File: config.mk
export PLATFORM = sky130hd
export DESIGN_NAME = inv_keyexpansion
export DESIGN_NICKNAME = d
export VERILOG_FILES = /design/src/rtl/inv_keyexpansion_pkg.sv /design/src/rtl/inv_keyexpansion_step.sv /design/src/rtl/sbox.sv /design/src/rtl/inv_keyexpansion.sv
export SDC_FILE = /design/constraint.sdc
export NUM_CORES = 2
export LEC_CHECK = 0
export CORE_ASPECT_RATIO = 1.5
export CORE_UTILIZATION = 50
export CTS_CLUSTER_SIZE = 40
export DETAILED_ROUTE_END_ITERATION = 8
export PLACE_DENSITY = 0.68
export SLEW_MARGIN = 30
export SYNTH_ARGS = -nofsm -noshare
export SYNTH_HDL_FRONTEND = slang
export SYNTH_SLANG_ARGS = --single-unit
File: constraint.sdc
create_clock -name clk -period 46.2 [get_ports clk]
set_input_delay 9.24 -clock clk [delete_from_list [all_inputs] [get_ports clk]]
set_output_delay 9.24 -clock clk [all_outputs]
set_load 0.005 [all_outputs]
File: src/rtl/inv_keyexpansion_pkg.sv
// Shared constants and helpers for the reverse AES-128 key schedule.
// Holds the Rcon table, the word type, RotWord and the FSM state encoding.
package inv_keyexpansion_pkg;

  localparam int AES_ROUNDS = 10;
  localparam int KEY_W      = 128;

  typedef logic [31:0] word_t;

  typedef enum logic [1:0] {
    S_IDLE,
    S_EMIT,
    S_DONE
  } state_t;

  localparam logic [7:0] RCON [1:AES_ROUNDS] = '{
    8'h01, 8'h02, 8'h04, 8'h08, 8'h10,
    8'h20, 8'h40, 8'h80, 8'h1b, 8'h36
  };

  // Round 0 and out-of-range indices map to zero so callers never index outside the table.
  function automatic logic [7:0] rcon_of(input logic [3:0] r);
    logic [7:0] v;
    v = 8'h00;
    for (int i = 1; i <= AES_ROUNDS; i++) begin
      if (r == 4'(i)) v = RCON[i];
    end
    return v;
  endfunction

  function automatic word_t rot_word(input word_t w);
    return {w[23:0], w[31:24]};
  endfunction

endpackage

File: src/rtl/inv_keyexpansion_step.sv
// One backward step of the AES-128 key schedule: round key r -> round key r-1.
// Combinational; rcon is Rcon[r] of the key being undone.
module inv_key_step
  import inv_keyexpansion_pkg::*;
(
  input  logic [KEY_W-1:0] cur,
  input  logic [7:0]       rcon,
  output logic [KEY_W-1:0] prev
);

  word_t w0, w1, w2, w3;
  word_t p0, p1, p2, p3;
  word_t rot, sub;

  assign w0 = cur[127:96];
  assign w1 = cur[95:64];
  assign w2 = cur[63:32];
  assign w3 = cur[31:0];

  assign p3  = w3 ^ w2;
  assign p2  = w2 ^ w1;
  assign p1  = w1 ^ w0;
  assign rot = rot_word(p3);

  for (genvar b = 0; b < 4; b++) begin : g_subword
    sbox u_sbox (
      .a (rot[8*b +: 8]),
      .y (sub[8*b +: 8])
    );
  end

  assign p0   = w0 ^ sub ^ {rcon, 24'h000000};
  assign prev = {p0, p1, p2, p3};

endmodule

File: src/rtl/sbox.sv
// AES forward S-box: GF(2^8) multiplicative inverse followed by the affine map.
// Purely combinational.
module sbox (
  input  logic [7:0] a,
  output logic [7:0] y
);

  function automatic logic [7:0] gf_mul(input logic [7:0] x, input logic [7:0] m);
    logic [7:0] acc;
    logic [7:0] sh;
    acc = 8'h00;
    sh  = x;
    for (int i = 0; i < 8; i++) begin
      if (m[i]) acc = acc ^ sh;
      sh = {sh[6:0], 1'b0} ^ (sh[7] ? 8'h1b : 8'h00);
    end
    return acc;
  endfunction

  // x^254 is the field inverse, and conveniently maps 0 to 0.
  function automatic logic [7:0] gf_inv(input logic [7:0] x);
    logic [7:0] res;
    logic [7:0] sq;
    res = 8'h01;
    sq  = x;
    for (int i = 1; i < 8; i++) begin
      sq  = gf_mul(sq, sq);
      res = gf_mul(res, sq);
    end
    return res;
  endfunction

  logic [7:0] inv;

  always_comb begin
    inv = gf_inv(a);
    y   = inv
        ^ {inv[6:0], inv[7]}
        ^ {inv[5:0], inv[7:6]}
        ^ {inv[4:0], inv[7:5]}
        ^ {inv[3:0], inv[7:4]}
        ^ 8'h63;
  end

endmodule

File: src/rtl/inv_keyexpansion.sv
// Reverse AES-128 key schedule: streams round keys 10 down to 0 from the round-10 key.
// One key per accepted valid/ready beat; finish pulses once after round 0 is taken.
module inv_keyexpansion
  import inv_keyexpansion_pkg::*;
#(
  parameter int ROUNDS = AES_ROUNDS
) (
  input  logic             clk,
  input  logic             rst,
  input  logic [KEY_W-1:0] last_key,
  input  logic             start,
  output logic [KEY_W-1:0] rk_data,
  output logic [3:0]       rk_round,
  output logic             rk_valid,
  input  logic             rk_ready,
  output logic             busy,
  output logic             finish
);

  state_t           state;
  logic [KEY_W-1:0] cur;
  logic [KEY_W-1:0] prev_key;
  logic             hs;

  inv_key_step u_step (
    .cur  (cur),
    .rcon (rcon_of(rk_round)),
    .prev (prev_key)
  );

  assign rk_data = cur;
  assign hs      = rk_valid & rk_ready;

  always_ff @(posedge clk or negedge rst) begin
    if (!rst) begin
      state    <= S_IDLE;
      cur      <= '0;
      rk_round <= '0;
      rk_valid <= 1'b0;
      busy     <= 1'b0;
      finish   <= 1'b0;
    end else begin
      case (state)
        S_IDLE: begin
          finish <= 1'b0;
          if (start) begin
            cur      <= last_key;
            rk_round <= 4'(ROUNDS);
            rk_valid <= 1'b1;
            busy     <= 1'b1;
            state    <= S_EMIT;
          end
        end
        S_EMIT: begin
          if (hs) begin
            if (rk_round != 4'd0) begin
              cur      <= prev_key;
              rk_round <= rk_round - 4'd1;
            end else begin
              // Round 0 taken: drop valid and raise finish for the single DONE cycle.
              rk_valid <= 1'b0;
              busy     <= 1'b0;
              finish   <= 1'b1;
              state    <= S_DONE;
            end
          end
        end
        S_DONE: begin
          finish <= 1'b0;
          state  <= S_IDLE;
        end
        default: begin
          rk_valid <= 1'b0;
          busy     <= 1'b0;
          finish   <= 1'b0;
          state    <= S_IDLE;
        end
      endcase
    end
  end

endmodule
Word level (Yosys, flattened, before mapping) --
Cells that the tools add are included.
Storage, ports and cells: flip-flop bits (word level) 136, input bits 132, output and inout bits 135, logic and storage cells 1653
Operators by class: $add $sub $neg 1, equality and inequality tests 16, muxes and demuxes 841, bitwise gates (word level) 783, reductions and logical operators 7
Operator list (number):
- 8-bit two-way mux | 428
- 8-bit bitwise XOR | 380
- 8-bit by 5-bit bitwise XOR with 8-bit output | 364
- 5-bit two-way mux | 368
- 128-bit two-way mux | 3
- 128-bit one-hot mux with 2 select lines | 1
- 32-bit bitwise XOR | 5
- 4-bit two-way mux | 7
- 7-bit two-way mux | 4
- 1-bit NOT, first input constant | 28
- 6-bit two-way mux | 4
- 4-bit by 3-bit equality test with 1-bit output, second input constant | 4
- 2-bit two-way mux | 8
- 4-bit NOT | 4
- 4-bit equality test, second input constant | 3
- 3-bit two-way mux | 4
- 1-bit two-way mux | 11
- 4-bit by 2-bit equality test with 1-bit output, second input constant | 2
- 2-bit inequality test, second input constant | 4
- 4-bit one-hot mux with 2 select lines | 1
- 4-bit AND reduction | 2
- 4-bit by 1-bit equality test with 1-bit output, second input constant | 1
- 2-bit one-hot mux with 2 select lines | 1
- 4-bit nonzero test | 1
- other kinds (10) | 10

Logic depth before layout (Yosys ltp) --
depth after elaboration 138, depth in mapped cells 66, mapped depth without buffers 56

Modules after synthesis --
Synthesis repeated with hierarchy kept, for this count alone.
Unflattened totals: cell total of the unflattened synthesis 8373, area, all modules 69057.5 sq um
Modules (own cells, without submodules):
- sbox | instances 4, cells an instance 1942, area an instance 15220.8 sq um, seq. area each 0.0 sq um
- inv_keyexpansion | instances 1, cells an instance 477, area an instance 6932.9 sq um, seq. area each 3403.3 sq um
- inv_key_step | instances 1, cells an instance 128, area an instance 1241.2 sq um, seq. area each 0.0 sq um

Worst setup path before layout --
No wires, ideal clock.
path type register to register, start point register cur[48] (netlist: rk_data[48]), end point register cur[127] (netlist: rk_data[127]), setup time 118 ps, arrival time 14740 ps, required time 46082 ps, path slack 31342 ps, stages on the path, launching flop included 63, path buffers 7, period minus slack after synthesis 14858 ps, cells stage by stage dfrtp_1 > xnor2_1 > inv_2 > ha_1 > nand2_1 > xnor2_2 > inv_2 > buf_1 > ha_1 > clkbuf_1 > xnor2_1 > nand2b_1 > nor3b_1 > a211o_1 > o21ai_0 > nand2_1 > inv_1 > ha_1 > (+27 left out) > mux2_2 > or3_1 > a31oi_1 > nor3_2 > nor2_1 > a21oi_1 > o311a_1 > o31a_1 > nor4_1 > o21ai_0 > and3_1 > clkbuf_1 > nor3b_1 > xnor3_1 > xnor3_2 > xnor3_1 > a21oi_1 > a21o_1
Between the ends: cells in the longest elaborated chain, start to end 133, elaborated cells between the ends (all ways) 388, those cells by class 199 x mux; 189 x bitwise
RTL lines:
- start, declared | RTL line inv_keyexpansion.sv:21 | logic [KEY_W-1:0] cur;
- start signal, assigned | RTL line inv_keyexpansion.sv:47 | cur <= last_key;
- start signal, assigned | RTL line inv_keyexpansion.sv:57 | cur <= prev_key;
- 32-bit bitwise XOR * | RTL line inv_keyexpansion_step.sv:20 | assign p3 = w3 ^ w2;
- 8-bit two-way mux | RTL line sbox.sv:14 | if (m[i]) acc = acc ^ sh;
- 8-bit bitwise XOR | RTL line sbox.sv:14
- 8-bit two-way mux | RTL line sbox.sv:14
- 8-bit bitwise XOR | RTL line sbox.sv:14
- 8-bit two-way mux | RTL line sbox.sv:14
- 8-bit bitwise XOR | RTL line sbox.sv:14
- 8-bit two-way mux | RTL line sbox.sv:14
- (+116 left out)
- 8-bit bitwise XOR | RTL line sbox.sv:38 | ^ {inv[6:0], inv[7]}
- 8-bit bitwise XOR | RTL line sbox.sv:39 | ^ {inv[5:0], inv[7:6]}
- 8-bit bitwise XOR | RTL line sbox.sv:40 | ^ {inv[4:0], inv[7:5]}
- 8-bit bitwise XOR * | RTL line sbox.sv:41 | ^ {inv[3:0], inv[7:4]}
- 32-bit bitwise XOR * (2 in a row) | RTL line inv_keyexpansion_step.sv:32 | assign p0 = w0 ^ sub ^ {rcon, 24'h000000};
- 128-bit two-way mux * | RTL line inv_keyexpansion.sv:56 | if (rk_round != 4'd0) begin
- 128-bit two-way mux * | RTL line inv_keyexpansion.sv:55 | if (hs) begin
- 128-bit one-hot mux with 2 select lines * | RTL line inv_keyexpansion.sv:43 | case (state)
Mark *: on every way between the ends. The rest lies on a longest branch, timed or not. The select of a mux whose other input is x is not followed. A chain may end at the register's enable or synchronous reset.

Final worst setup path --
start point register cur[55] (netlist: rk_data[55]), end point register cur[127] (netlist: rk_data[127])
Between the ends: cells in the longest elaborated chain, start to end 134, elaborated cells between the ends (all ways) 391, those cells by class 202 x mux; 189 x bitwise
RTL lines:
- 32-bit bitwise XOR * | RTL line inv_keyexpansion_step.sv:20
- 5-bit two-way mux | RTL line sbox.sv:15 | sh = {sh[6:0], 1'b0} ^ (sh[7] ? 8'h1b : 8'h00);
- 8-bit by 5-bit bitwise XOR with 8-bit output | RTL line sbox.sv:15
- 8-bit bitwise XOR | RTL line sbox.sv:14
- 8-bit two-way mux | RTL line sbox.sv:14
- 8-bit bitwise XOR | RTL line sbox.sv:14
- 8-bit two-way mux | RTL line sbox.sv:14
- 8-bit bitwise XOR | RTL line sbox.sv:14
- (+117 left out)
- 8-bit bitwise XOR | RTL line sbox.sv:38
- 8-bit bitwise XOR | RTL line sbox.sv:39
- 8-bit bitwise XOR | RTL line sbox.sv:40
- 8-bit bitwise XOR * | RTL line sbox.sv:41
- 32-bit bitwise XOR * (2 in a row) | RTL line inv_keyexpansion_step.sv:32
- 128-bit two-way mux * | RTL line inv_keyexpansion.sv:56
- 128-bit two-way mux * | RTL line inv_keyexpansion.sv:55
- 128-bit one-hot mux with 2 select lines * | RTL line inv_keyexpansion.sv:43
Marked as above.

==> results.toml <==
[clock_network]
htreeDepth = 4
clkLatencyLatePin_ns = 0.53
cts_setup_buffers = 0
cts_buffers = 17
postCtsResizedCells = 0
hold_buffers = 0
path_clk_slew_ns = 0.07
clock_path_buffers = 2
tritoncts = "done"
cts_root_buf = "clkbuf_16"
clock-sinks = 136

[synth]
synth_seq_cells = 136
synth_area_leader_cell = "xnor2_1"
yosysUniqueCellTypes = 139
synth_cells = 8138
ys.flop_type = "dfrtp_1"
ys_warn_count = 0
synthTopCellsByArea = "xnor2_1 22%, xnor3_1 8.8%, nor2_1 7.6%"
ys_seq_area_share_pct = 5.500
syn_area_mm2 = 0.06187
syn_nets = 8294
ys_async_sr_fraction_pct = 100.0
synth_edf_count = 0
synth_top_area_share_pct = 22.38
avgSynthCellArea_um2 = 7.603

[layout]
drive_gt1_share_pct = 10.12
area_delta_synth_final_pct = 8.536
multi_input_area_mm2 = 0.05608
fin_nets = 8334
nFillCells = 11590
fin_util_pct = 54.87
seqCellArea_mm2 = 0.003403

[floorplan]
ios = 267
dieArea_mm2 = 0.1252
core_area_mm2 = 0.1224
die_x_um = 289.2
initial_utilization_pct = 50.56
num_rows = 157
die_y_um = 432.8

[placed_design]
hpwl_um = 153700
io_buffers = 266
gp_congestion = 0.9832

[grt]
grt_usage_pct = 31.82
grt_pass1_vias = 57690
grt-ovfl-total = 0
grt_max_degree = 88
grt_pass1_wl_um = 320300
antenna_found_initial = 10

[setup_path]
critPathLaunch = "rk_data[55]"
r2r_start = "rk_data[55]"
end_kind = "flip-flop"
critPathMaxFanout = 16
critPathRequiredTime_ns = 46.61
start_kind = "flip-flop"
critical_path_class = "flip-flop to flip-flop"
crit_arrival_ns = 18.55
cp_slowest_cell = "xnor3_1"
slowest_delay_ns = 0.90
path_common_cell = "xnor2_1"

[worst_hold_path]
hold_start = "finish"
hold_path.class = "flip-flop to flip-flop"

[sta]
relSlewSlack_pct = 28.61
setup_viol_count_final = 0
tns_ns = 0
slew_violations = 0
worst_slew_pin_slew_ns = 1.067
fmax_mhz = 55.13
rsz0062_at_grt = "no"
fin_crit_sh_pct = 39.26
period_needed_ns = 18.14
fin_skew_ns = 0.02667
final-hold-violation-count = 0

[drt]
initialDrtViolationCount = 5059
via_per_inst = 6.115
detail_route.wl_per_cell_um = 20.95
firstDrtPassIters = 8
drc = 0
routed_wl_um = 205100
vias = 59850
antenna_left = 0

[flow_run]
max_cap_viol_count = 0

[outcome]
outcome = "finished, final reports clean"

[pwr]
p_leak_nw = 24.65
power.density_mw_per_mm2 = 4.331
peakVddDrop_v = 0.00003006
## sequential cells by signal, indices dropped and copies added (netlist names)
name      count
finish        1
rk_round      4
busy          1
rk_data     128
state         2
## logic make-up after synthesis
logic type               synth area share (%)
XOR/XNOR                                46.84
AND/OR/NAND/NOR                         20.02
flip-flops                              5.500
multiplexers                            3.953
adder cells (fa/ha/maj)                0.5500
AO/OA/AOI/OAI                           18.25
buffers and inverters                   4.879
## routing by layer
| layer | part of all wire, % | vias to the layer above | track usage [%] | routed length (um) |
|---|---|---|---|---|
| met5 | 0.027 | - | 0 | 56 |
| met4 | 5.8 | 8 | 18.07 | 11850 |
| met3 | 6.7 | 647 | 4.542 | 13740 |
| met2 | 50 | 2500 | 56.09 | 101800 |
| met1 | 38 | 28580 | 36.31 | 77650 |
| li1 | - | 28110 | - | - |
## synth_stat cells (all sizes together), types with 16 or more instances
cell        n
a211o      18
a211oi     64
a21o       28
a21oi     459
a221oi     22
a22oi      73
a2bb2oi    25
a311oi     20
a31oi      70
a32oi      23
and2       58
and3       37
buf       161
clkbuf    355
dfrtp     136
ha         24
inv        84
mux2       47
mux2i     188
nand2     776
nand2b     47
nand3     231
nand4      21
nor2     1260
nor2b      57
nor3      214
nor3b      19
nor4       19
o211ai     57
o21a       23
o21ai     477
o221a      30
o221ai     24
o22ai     126
o311ai     16
o31ai      17
o32ai      26
or2        29
or3        37
xnor2    1732
xnor3     298
xor2      478
xor3       34
## worst max-delay path, delay by kind of cell, from the launching register on
family	cells	cell delay, ns
XOR/XNOR	31	12.26
buffers and inverters	3	0.57
AO/OA/AOI/OAI	7	1.45
flip-flops	1	0.46
AND/OR/NAND/NOR	7	1.73
adder cells (fa/ha/maj)	2	0.91
multiplexers	2	0.63
## where the power goes
group	internal (mW)	total, mW	switching (mW)
Combinational	0.00974	0.0156	0.00580
Clock	0.0822	0.156	0.0741
Sequential	0.119	0.119	0
Total	0.211	0.291	0.0799
## layout by cell type, fill, tap and decap left out, types with 25 or more instances in the layout
master,n
and2_1,52
mux2i_1,187
nand2b_1,46
nor3_1,211
a21o_1,25
xnor3_1,240
o21ai_0,455
inv_1,75
a21oi_1,456
nand3_1,231
or3_1,36
dfrtp_1,136
o211ai_1,57
o22ai_1,123
xnor2_4,42
a22oi_1,72
nor2_1,1252
nand2_1,768
xnor3_2,39
xnor2_2,163
a31oi_1,69
xor2_1,418
clkdlybuf4s50_1,265
a211oi_1,61
o221a_2,30
a2bb2oi_1,25
and3_1,34
xor2_2,50
nor2b_1,56
xnor2_1,1527
buf_4,268
xor3_1,28
mux2_2,40
## layout make-up
class,count,share of cell area [%]
multi-input cells,7394,83.51
flip-flops and latches,136,5.068
clock buffers,19,0.6595
clock inverters,13,0.2329
well taps,1590,2.962
inverters,91,0.5086
diodes,5,0.01863
repair buffers,538,7.039
## path summary, 6_finish.rpt
path | end | slack, ns | cells past startpoint
min | finish | 0.52 | 2
max | rk_data[127] | 28.06 | 52
max reg2reg | rk_data[127] | 28.06 | 52
max in group asynchronous | rk_data[23] | 36.03 | 2
min reg2reg | finish | 0.52 | 2
min in group asynchronous | rk_data[72] | 8.75 | 1
## metrics by stage
stage	instance area [um2]	instances	hold WS, ns	power (mW)	setup slack, ns
floorplan	61870	8138	0.4906	0.1214	31.34
global placement	66280	9745	0.4847	0.1370	27.66
detailed placement	66360	9745	0.4999	0.1369	27.69
CTS	66960	9777	0.5196	0.2935	27.55
global route	67150	9785	0.5728	0.2973	27.04
finish	67160	9786	0.5237	0.2908	28.06
No activity file was read; power rests on OpenSTA's default activity.
